<file path="src/rtl/tx_iq_intf.sv">
// Transmit I/Q interface: 32-entry sample FIFO between the wifi/loopback sources and the DAC,
// paced at one strobe per NUM_CLK_PER_SAMPLE clocks. Optional macro: TX_IQ_UNDERFLOW_CNT_EN.
module tx_iq_intf #(
    parameter int unsigned IQ_DATA_WIDTH      = 16,
    parameter int unsigned NUM_CLK_PER_SAMPLE = 5
) (
    input  logic                       clk,
    input  logic                       rstn,
    input  logic                       src_sel,
    input  logic [IQ_DATA_WIDTH-1:0]   wifi_tx_i,
    input  logic [IQ_DATA_WIDTH-1:0]   wifi_tx_q,
    input  logic                       wifi_tx_iq_valid,
    input  logic [2*IQ_DATA_WIDTH-1:0] s_axis_iq,
    input  logic                       s_axis_iq_valid,
    output logic                       iq_ready,
    input  logic                       tx_en,
    input  logic                       frame_end,
    input  logic [5:0]                 prefill_level,
    output logic [IQ_DATA_WIDTH-1:0]   dac_i,
    output logic [IQ_DATA_WIDTH-1:0]   dac_q,
    output logic                       dac_iq_valid,
    output logic                       busy,
    output logic                       underflow
`ifdef TX_IQ_UNDERFLOW_CNT_EN
    ,
    output logic [15:0]                underflow_cnt
`endif
);

    localparam int unsigned Depth = 32;
    localparam int unsigned PtrW  = 5;
    localparam int unsigned CntW  = 6;
    localparam int unsigned SampW = 2 * IQ_DATA_WIDTH;
    localparam int unsigned StrW  = $clog2(NUM_CLK_PER_SAMPLE);
    localparam logic [StrW-1:0] StrobeLast = StrW'(NUM_CLK_PER_SAMPLE - 1);

    typedef enum logic [1:0] {StIdle, StPrefill, StStream, StDrain} state_e;

    state_e                 state_q, state_d;
    logic [SampW-1:0]       mem_q [Depth];
    logic [PtrW-1:0]        wr_ptr_q, wr_ptr_d, rd_ptr_q, rd_ptr_d;
    logic [CntW-1:0]        count_q, count_d;
    logic [StrW-1:0]        str_cnt_q, str_cnt_d;
    logic                   fe_seen_q, fe_seen_d;
    logic [IQ_DATA_WIDTH-1:0] dac_i_q, dac_i_d, dac_q_q, dac_q_d;
    logic                   dac_valid_q, dac_valid_d;
    logic                   underflow_q, underflow_d;

    logic                   full, empty, sel_valid, wr_en, rd_en, strobe, streaming;
    logic [SampW-1:0]       sel_data, rd_data;
    logic [CntW-1:0]        eff_prefill;

    assign full      = (count_q == CntW'(Depth));
    assign empty     = (count_q == '0);
    assign busy      = (state_q != StIdle);
    assign iq_ready  = tx_en && !full && busy;
    assign sel_valid = src_sel ? s_axis_iq_valid : wifi_tx_iq_valid;
    assign sel_data  = src_sel ? s_axis_iq : {wifi_tx_q, wifi_tx_i};
    assign wr_en     = sel_valid && iq_ready;
    // Counter is held at zero in IDLE, so strobe can only fire in the other states.
    assign strobe    = (str_cnt_q == StrobeLast);
    assign streaming = (state_q == StStream) || (state_q == StDrain);
    assign rd_en     = strobe && streaming && !empty;
    assign rd_data   = mem_q[rd_ptr_q];

    assign dac_i        = dac_i_q;
    assign dac_q        = dac_q_q;
    assign dac_iq_valid = dac_valid_q;
    assign underflow    = underflow_q;

    always_comb begin
        eff_prefill = prefill_level;
        if (prefill_level == '0) begin
            eff_prefill = CntW'(1);
        end else if (prefill_level > CntW'(Depth)) begin
            eff_prefill = CntW'(Depth);
        end
    end

    always_comb begin
        state_d = state_q;
        case (state_q)
            StIdle:    if (tx_en) state_d = StPrefill;
            StPrefill: if ((count_q >= eff_prefill) || fe_seen_q) state_d = StStream;
            StStream:  if (fe_seen_q) state_d = StDrain;
            StDrain:   if (strobe && empty) state_d = StIdle;
            default:   state_d = StIdle;
        endcase
        if (!tx_en) begin
            state_d = StIdle;
        end
    end

    // Any entry into IDLE flushes the FIFO and rewinds the pacing counter.
    always_comb begin
        wr_ptr_d  = wr_ptr_q + PtrW'(wr_en);
        rd_ptr_d  = rd_ptr_q + PtrW'(rd_en);
        count_d   = count_q + CntW'(wr_en) - CntW'(rd_en);
        str_cnt_d = strobe ? '0 : str_cnt_q + StrW'(1);
        fe_seen_d = fe_seen_q || (frame_end && (state_q != StIdle));
        if (state_d == StIdle) begin
            wr_ptr_d  = '0;
            rd_ptr_d  = '0;
            count_d   = '0;
            str_cnt_d = '0;
            fe_seen_d = 1'b0;
        end else if (state_q == StIdle) begin
            str_cnt_d = '0;
        end
    end

    always_comb begin
        dac_i_d     = dac_i_q;
        dac_q_d     = dac_q_q;
        dac_valid_d = 1'b0;
        underflow_d = 1'b0;
        if (state_d == StIdle) begin
            dac_i_d = '0;
            dac_q_d = '0;
        end else if (strobe && streaming) begin
            if (!empty) begin
                {dac_q_d, dac_i_d} = rd_data;
                dac_valid_d        = 1'b1;
            end else if (state_q == StStream) begin
                dac_i_d     = '0;
                dac_q_d     = '0;
                dac_valid_d = 1'b1;
                underflow_d = 1'b1;
            end
        end
    end

    always_ff @(posedge clk or negedge rstn) begin
        if (!rstn) begin
            state_q     <= StIdle;
            wr_ptr_q    <= '0;
            rd_ptr_q    <= '0;
            count_q     <= '0;
            str_cnt_q   <= '0;
            fe_seen_q   <= 1'b0;
            dac_i_q     <= '0;
            dac_q_q     <= '0;
            dac_valid_q <= 1'b0;
            underflow_q <= 1'b0;
        end else begin
            state_q     <= state_d;
            wr_ptr_q    <= wr_ptr_d;
            rd_ptr_q    <= rd_ptr_d;
            count_q     <= count_d;
            str_cnt_q   <= str_cnt_d;
            fe_seen_q   <= fe_seen_d;
            dac_i_q     <= dac_i_d;
            dac_q_q     <= dac_q_d;
            dac_valid_q <= dac_valid_d;
            underflow_q <= underflow_d;
        end
    end

    always_ff @(posedge clk) begin
        if (wr_en) begin
            mem_q[wr_ptr_q] <= sel_data;
        end
    end

`ifdef TX_IQ_UNDERFLOW_CNT_EN
    logic [15:0] uf_cnt_q, uf_cnt_d;

    always_comb begin
        uf_cnt_d = uf_cnt_q;
        if ((state_q == StIdle) && (state_d == StPrefill)) begin
            uf_cnt_d = '0;
        end else if (underflow_d && (uf_cnt_q != 16'hFFFF)) begin
            uf_cnt_d = uf_cnt_q + 16'd1;
        end
    end

    always_ff @(posedge clk or negedge rstn) begin
        if (!rstn) begin
            uf_cnt_q <= '0;
        end else begin
            uf_cnt_q <= uf_cnt_d;
        end
    end

    assign underflow_cnt = uf_cnt_q;
`endif

endmodule

</file>
<file path="config.mk">
export PLATFORM = sky130hd
export DESIGN_NAME = tx_iq_intf
export DESIGN_NICKNAME = d
export VERILOG_FILES = /design/src/rtl/tx_iq_intf.sv
export SDC_FILE = /design/constraint.sdc
export NUM_CORES = 1
export LEC_CHECK = 0
export CAP_MARGIN = 30
export CORE_MARGIN = 3
export CORE_UTILIZATION = 50
export DETAILED_ROUTE_END_ITERATION = 10
export PLACE_DENSITY = 0.66
export SLEW_MARGIN = 15
export SYNTH_ARGS = -nofsm -noshare
export SYNTH_HDL_FRONTEND = slang
export SYNTH_SLANG_ARGS = --single-unit
</file>
<file path="constraint.sdc">
create_clock -name clk -period 8.2 [get_ports clk]
set_clock_uncertainty 0.05 [all_clocks]
set_input_delay 1.64 -clock clk [delete_from_list [all_inputs] [get_ports clk]]
set_output_delay 1.64 -clock clk [all_outputs]
set_load 0.05 [all_outputs]
</file>
==> flow_summary.rst <==
.. list-table::
   :header-rows: 1

   * - Metric
     - Value
   * - Run status
     - finished clean
   * - Max Slew Vio Count
     - 0
   * - Number of enable-type register cells in the synthesized netlist
     - between 1k and 1.5k
   * - I/O pin count
     - 113
   * - Capturing element type of the critical path
     - output pin
   * - Cell count after synthesis
     - 1977
   * - Hold WC Path Type
     - flop to flop
   * - Startpoint of the worst register-to-register path
     - rd_ptr_q[1]$_DFF_PN0_
   * - Y dimension of the die
     - 297 um
   * - Worst EP required
     - 6.51 ns
   * - Standard-cell row count
     - around 110
   * - Worst reg2reg path depth
     - 7
   * - Detailed-route DRC error count
     - 0
   * - CP peak stage delay
     - 0.85 ns
   * - Critical path launch point type
     - primary input
   * - Reg-to-reg slack, setup
     - 3.94 ns
   * - First-pass GRT wire length
     - 148 mm
   * - Count of hold-fix buffers inserted at cts
     - 0
   * - Cell with the largest stage delay on the worst path
     - sky130_fd_sc_hd__clkdlybuf4s50_1
   * - Layout-stage area growth over the synthesis result
     - 15.4%
   * - Residual overflow from global routing
     - 0
   * - Endpoint of the lowest-slack register-to-register path
     - dac_q[1]$_DFFE_PN0P_
   * - Number of buffers between clock root and the deepest sink
     - 3
   * - Syn Area/Cell
     - 21.4 sq um
   * - Clock transition at the registers of the reported paths
     - around 0.060 ns
   * - Number of gates resized after cts
     - 0
   * - Via count of the first global-routing pass
     - around 21k
   * - Hold violation total from the final report
     - 0
   * - Cell area power density
     - 231 mW/mm^2
   * - Summed negative setup slack over all endpoints
     - 0 ns
   * - Worst-path fanout max
     - 13
   * - Clock sinks
     - 1080
   * - Start point of the worst min-delay path
     - fe_seen_q$_DFF_PN0_
   * - Routed wire per std cell
     - around 30 um
   * - Sink of the worst hold path
     - fe_seen_q$_DFF_PN0_
   * - Number of nets in the layout
     - 2230
   * - Instance area after placement
     - around 0.045 sq mm
   * - Detailed-route wire length
     - 101 mm
   * - Root Buffer
     - sky130_fd_sc_hd__clkbuf_16
   * - Maximum clock rate
     - 184 MHz
   * - Vias after detailed routing
     - 20.9k
   * - Synthesized flop and latch total
     - 1080
   * - Number of vias per cell after detailed routing
     - ~6.3
   * - Die area
     - 0.0880 sq mm
   * - Min Tclk post-route
     - 5.43 ns
   * - TritonCTS clock tree
     - built
   * - Number of setup buffers added after CTS
     - 0
   * - Total setup violations reported at the end of the flow
     - 0
   * - Critical setup path kind
     - primary input to output pin
   * - Share of synthesized area occupied by flip-flops and latches
     - 76.1%
   * - Number of different library cells in the post-synthesis netlist
     - 53
   * - Max-slew headroom
     - 34.2%
   * - Total of max-cap violations
     - 0
   * - Portion of the clock cycle consumed by the worst path in the final layout
     - 66.2%
   * - Iteration-0 DRC count of the detailed router
     - roughly 2.4k
   * - Routed Antenna Nets
     - 0
   * - Half-perimeter wire length after placement
     - 62.6 mm
   * - Core Footprint
     - 0.0829 sq mm
   * - Synthesized area
     - between 0.04 and 0.05 sq mm
   * - Layout cells sized above 1
     - 26.9%
   * - Die Width
     - 297 um
   * - Number of warnings reported in the yosys synthesis log
     - 0
   * - Syn_nets
     - 2076
   * - H-tree depth reported by CTS
     - 3
   * - GRT Total Usage
     - 23.4%
   * - Initial cell density of the core
     - 50.9%
   * - PortBufs
     - 112
   * - Maximum ir drop on the vdd rail
     - 0.188 mV
   * - Worst EP arrival
     - approximately 3.7 ns
   * - Setup repair after global routing missed its margin
     - false
   * - Dominant synthesized flop cell
     - sky130_fd_sc_hd__edfxtp_1
   * - Gp weighted congestion
     - 0.839
   * - Hold Crit Depth
     - 2
   * - Post-route cell area
     - 0.0487 sq mm
   * - Most frequent cell on the critical path
     - sky130_fd_sc_hd__clkdlybuf4s50_1
   * - Number of buffers inserted during clock tree synthesis
     - 105
   * - Number of antenna violations at the first check in global routing
     - 3
   * - Worst-margin pin slew
     - ~1 ns
   * - DRT Pass-1 Iters
     - 5
   * - Share of flip-flops with an asynchronous set or reset after synthesis
     - 5.19%
   * - CP cell instances
     - clkdlybuf4s50_1 -> o21ai_1 -> a41oi_1 -> clkdlybuf4s50_1
   * - Clock latency of the later-clocked register in the worst-skew pair
     - about 0.66 ns
   * - Pin count of the biggest net entering global routing
     - 132
   * - Leakage Power
     - 14.9 nW
cells by family after synthesis:
group / count (synthesis) / synth area share [%]
AOI/OAI and AO/OA: 214 / 4.08
xor gates and xnor gates: 9 / 0.187
adders and majority gates: 22 / 0.670
buffers and inverters: 135 / 1.80
DFF: 1080 / 76.1
muxes: 323 / 14.6
and+or+nand+nor: 194 / 2.55
worst max-delay path by stage:
| stage | from | end | cells past startpoint |
|---|---|---|---|
| floorplan | tx_en | mem_q[28][0]$_DFFE_PP_ | 7 |
| global placement | tx_en | mem_q[18][3]$_DFFE_PP_ | 6 |
| detailed placement | tx_en | mem_q[14][11]$_DFFE_PP_ | 7 |
| CTS | tx_en | iq_ready | 4 |
| global route | tx_en | iq_ready | 4 |
| finish | tx_en | iq_ready | 4 |
critical path, delay by kind of cell:
| kind | cells | cell delay (ns) |
|---|---|---|
| AO/OA/AOI/OAI | 2 | 0.49 |
| buffers and inverters | 2 | 1.60 |
routing by layer:
layer | routed length [um] | up-vias | global-route usage, %
met1 | 41800 | 11100 | 35.1
met2 | 46900 | 992 | 35.7
met3 | 10200 | 128 | 5.41
met4 | 1940 | 0 | 5.34
met5 | 0 | - | 0
li1 | - | 8670 | -
where the power goes:
group / switching, mW / internal (mW)
clock: 2.00 / 2.69
sequential: 0.0194 / 6.12
combinational: 0.297 / 0.122
metrics by stage:
step	utilization [%]	cells	power (mW)	hold slack, ns	setup slack, ns
floorplan	-	1977	6.46	0.435	2.89
global placement	53.7	3109	6.65	0.499	2.37
detailed placement	54.7	3143	6.67	0.512	2.31
CTS	58.7	3335	11.3	0.527	2.78
global route	58.8	3339	11.6	0.538	2.68
finish	58.8	3340	11.2	0.513	2.77
sequential cells by signal, summed over array words and instances, names as in the netlist, 2 cells and up:
| signal | count |
|---|---|
| count_q | 6 |
| dac_i | 16 |
| dac_q | 16 |
| mem_q | 1024 |
| rd_ptr_q | 5 |
| state_q | 2 |
| str_cnt_q | 3 |
| wr_ptr_q | 5 |
synth_stat cells, types with 10 or more instances:
cell	instances	area share, %
sky130_fd_sc_hd__a22oi_1	86	1.5
sky130_fd_sc_hd__nor2b_2	29	0.60
sky130_fd_sc_hd__a311oi_1	31	0.64
sky130_fd_sc_hd__ha_1	21	0.62
sky130_fd_sc_hd__mux2i_1	15	0.36
sky130_fd_sc_hd__nand2_1	37	0.33
sky130_fd_sc_hd__mux4_2	226	12
sky130_fd_sc_hd__clkbuf_1	46	0.41
sky130_fd_sc_hd__edfxtp_1	1024	73
sky130_fd_sc_hd__nand3_1	35	0.41
sky130_fd_sc_hd__dfrtp_1	56	3.3
sky130_fd_sc_hd__a21oi_1	10	0.12
sky130_fd_sc_hd__a221oi_1	53	1.1
sky130_fd_sc_hd__buf_2	39	0.46
sky130_fd_sc_hd__inv_1	15	0.13
sky130_fd_sc_hd__buf_6	23	0.61
sky130_fd_sc_hd__mux2_2	82	2.2
sky130_fd_sc_hd__nor2_1	52	0.46
sky130_fd_sc_hd__and3_1	11	0.16
cells in the final DEF (no fill, tap or decap), types with 15 or more instances in the layout:
cell / netlist / layout
sky130_fd_sc_hd__edfxtp_1: 1024 / 1024
sky130_fd_sc_hd__mux4_2: 226 / 226
sky130_fd_sc_hd__clkdlybuf4s50_1: 0 / 110
sky130_fd_sc_hd__clkbuf_16: 0 / 105
sky130_fd_sc_hd__a22oi_1: 86 / 86
sky130_fd_sc_hd__mux2_2: 82 / 82
sky130_fd_sc_hd__a221oi_1: 53 / 53
sky130_fd_sc_hd__dfrtp_1: 56 / 52
sky130_fd_sc_hd__nand2_1: 37 / 36
sky130_fd_sc_hd__nand3_1: 35 / 33
sky130_fd_sc_hd__nor2_4: 0 / 32
sky130_fd_sc_hd__a311oi_1: 31 / 31
sky130_fd_sc_hd__nor2b_2: 29 / 29
sky130_fd_sc_hd__clkbuf_1: 46 / 24
sky130_fd_sc_hd__buf_16: 0 / 23
sky130_fd_sc_hd__clkinv_1: 0 / 22
sky130_fd_sc_hd__ha_1: 21 / 21
sky130_fd_sc_hd__nor2_1: 52 / 20
sky130_fd_sc_hd__clkinv_2: 0 / 20
sky130_fd_sc_hd__buf_4: 8 / 16
sky130_fd_sc_hd__mux2i_1: 15 / 15
layout make-up:
| cell class | instances | area (sq um) |
|---|---|---|
| Antenna cell | 1 | 2.50 |
| Clock buffer | 132 | 2760 |
| Clock inverter | 60 | 571 |
| Fill cell | 5877 | 34200 |
| Inverter | 15 | 56.3 |
| Multi-Input combinational cell | 762 | 9620 |
| Sequential cell | 1080 | 32200 |
| Tap cell | 1123 | 1410 |
| Timing Repair Buffer | 167 | 2170 |
Note: power is estimated with default switching activity, not from simulation.
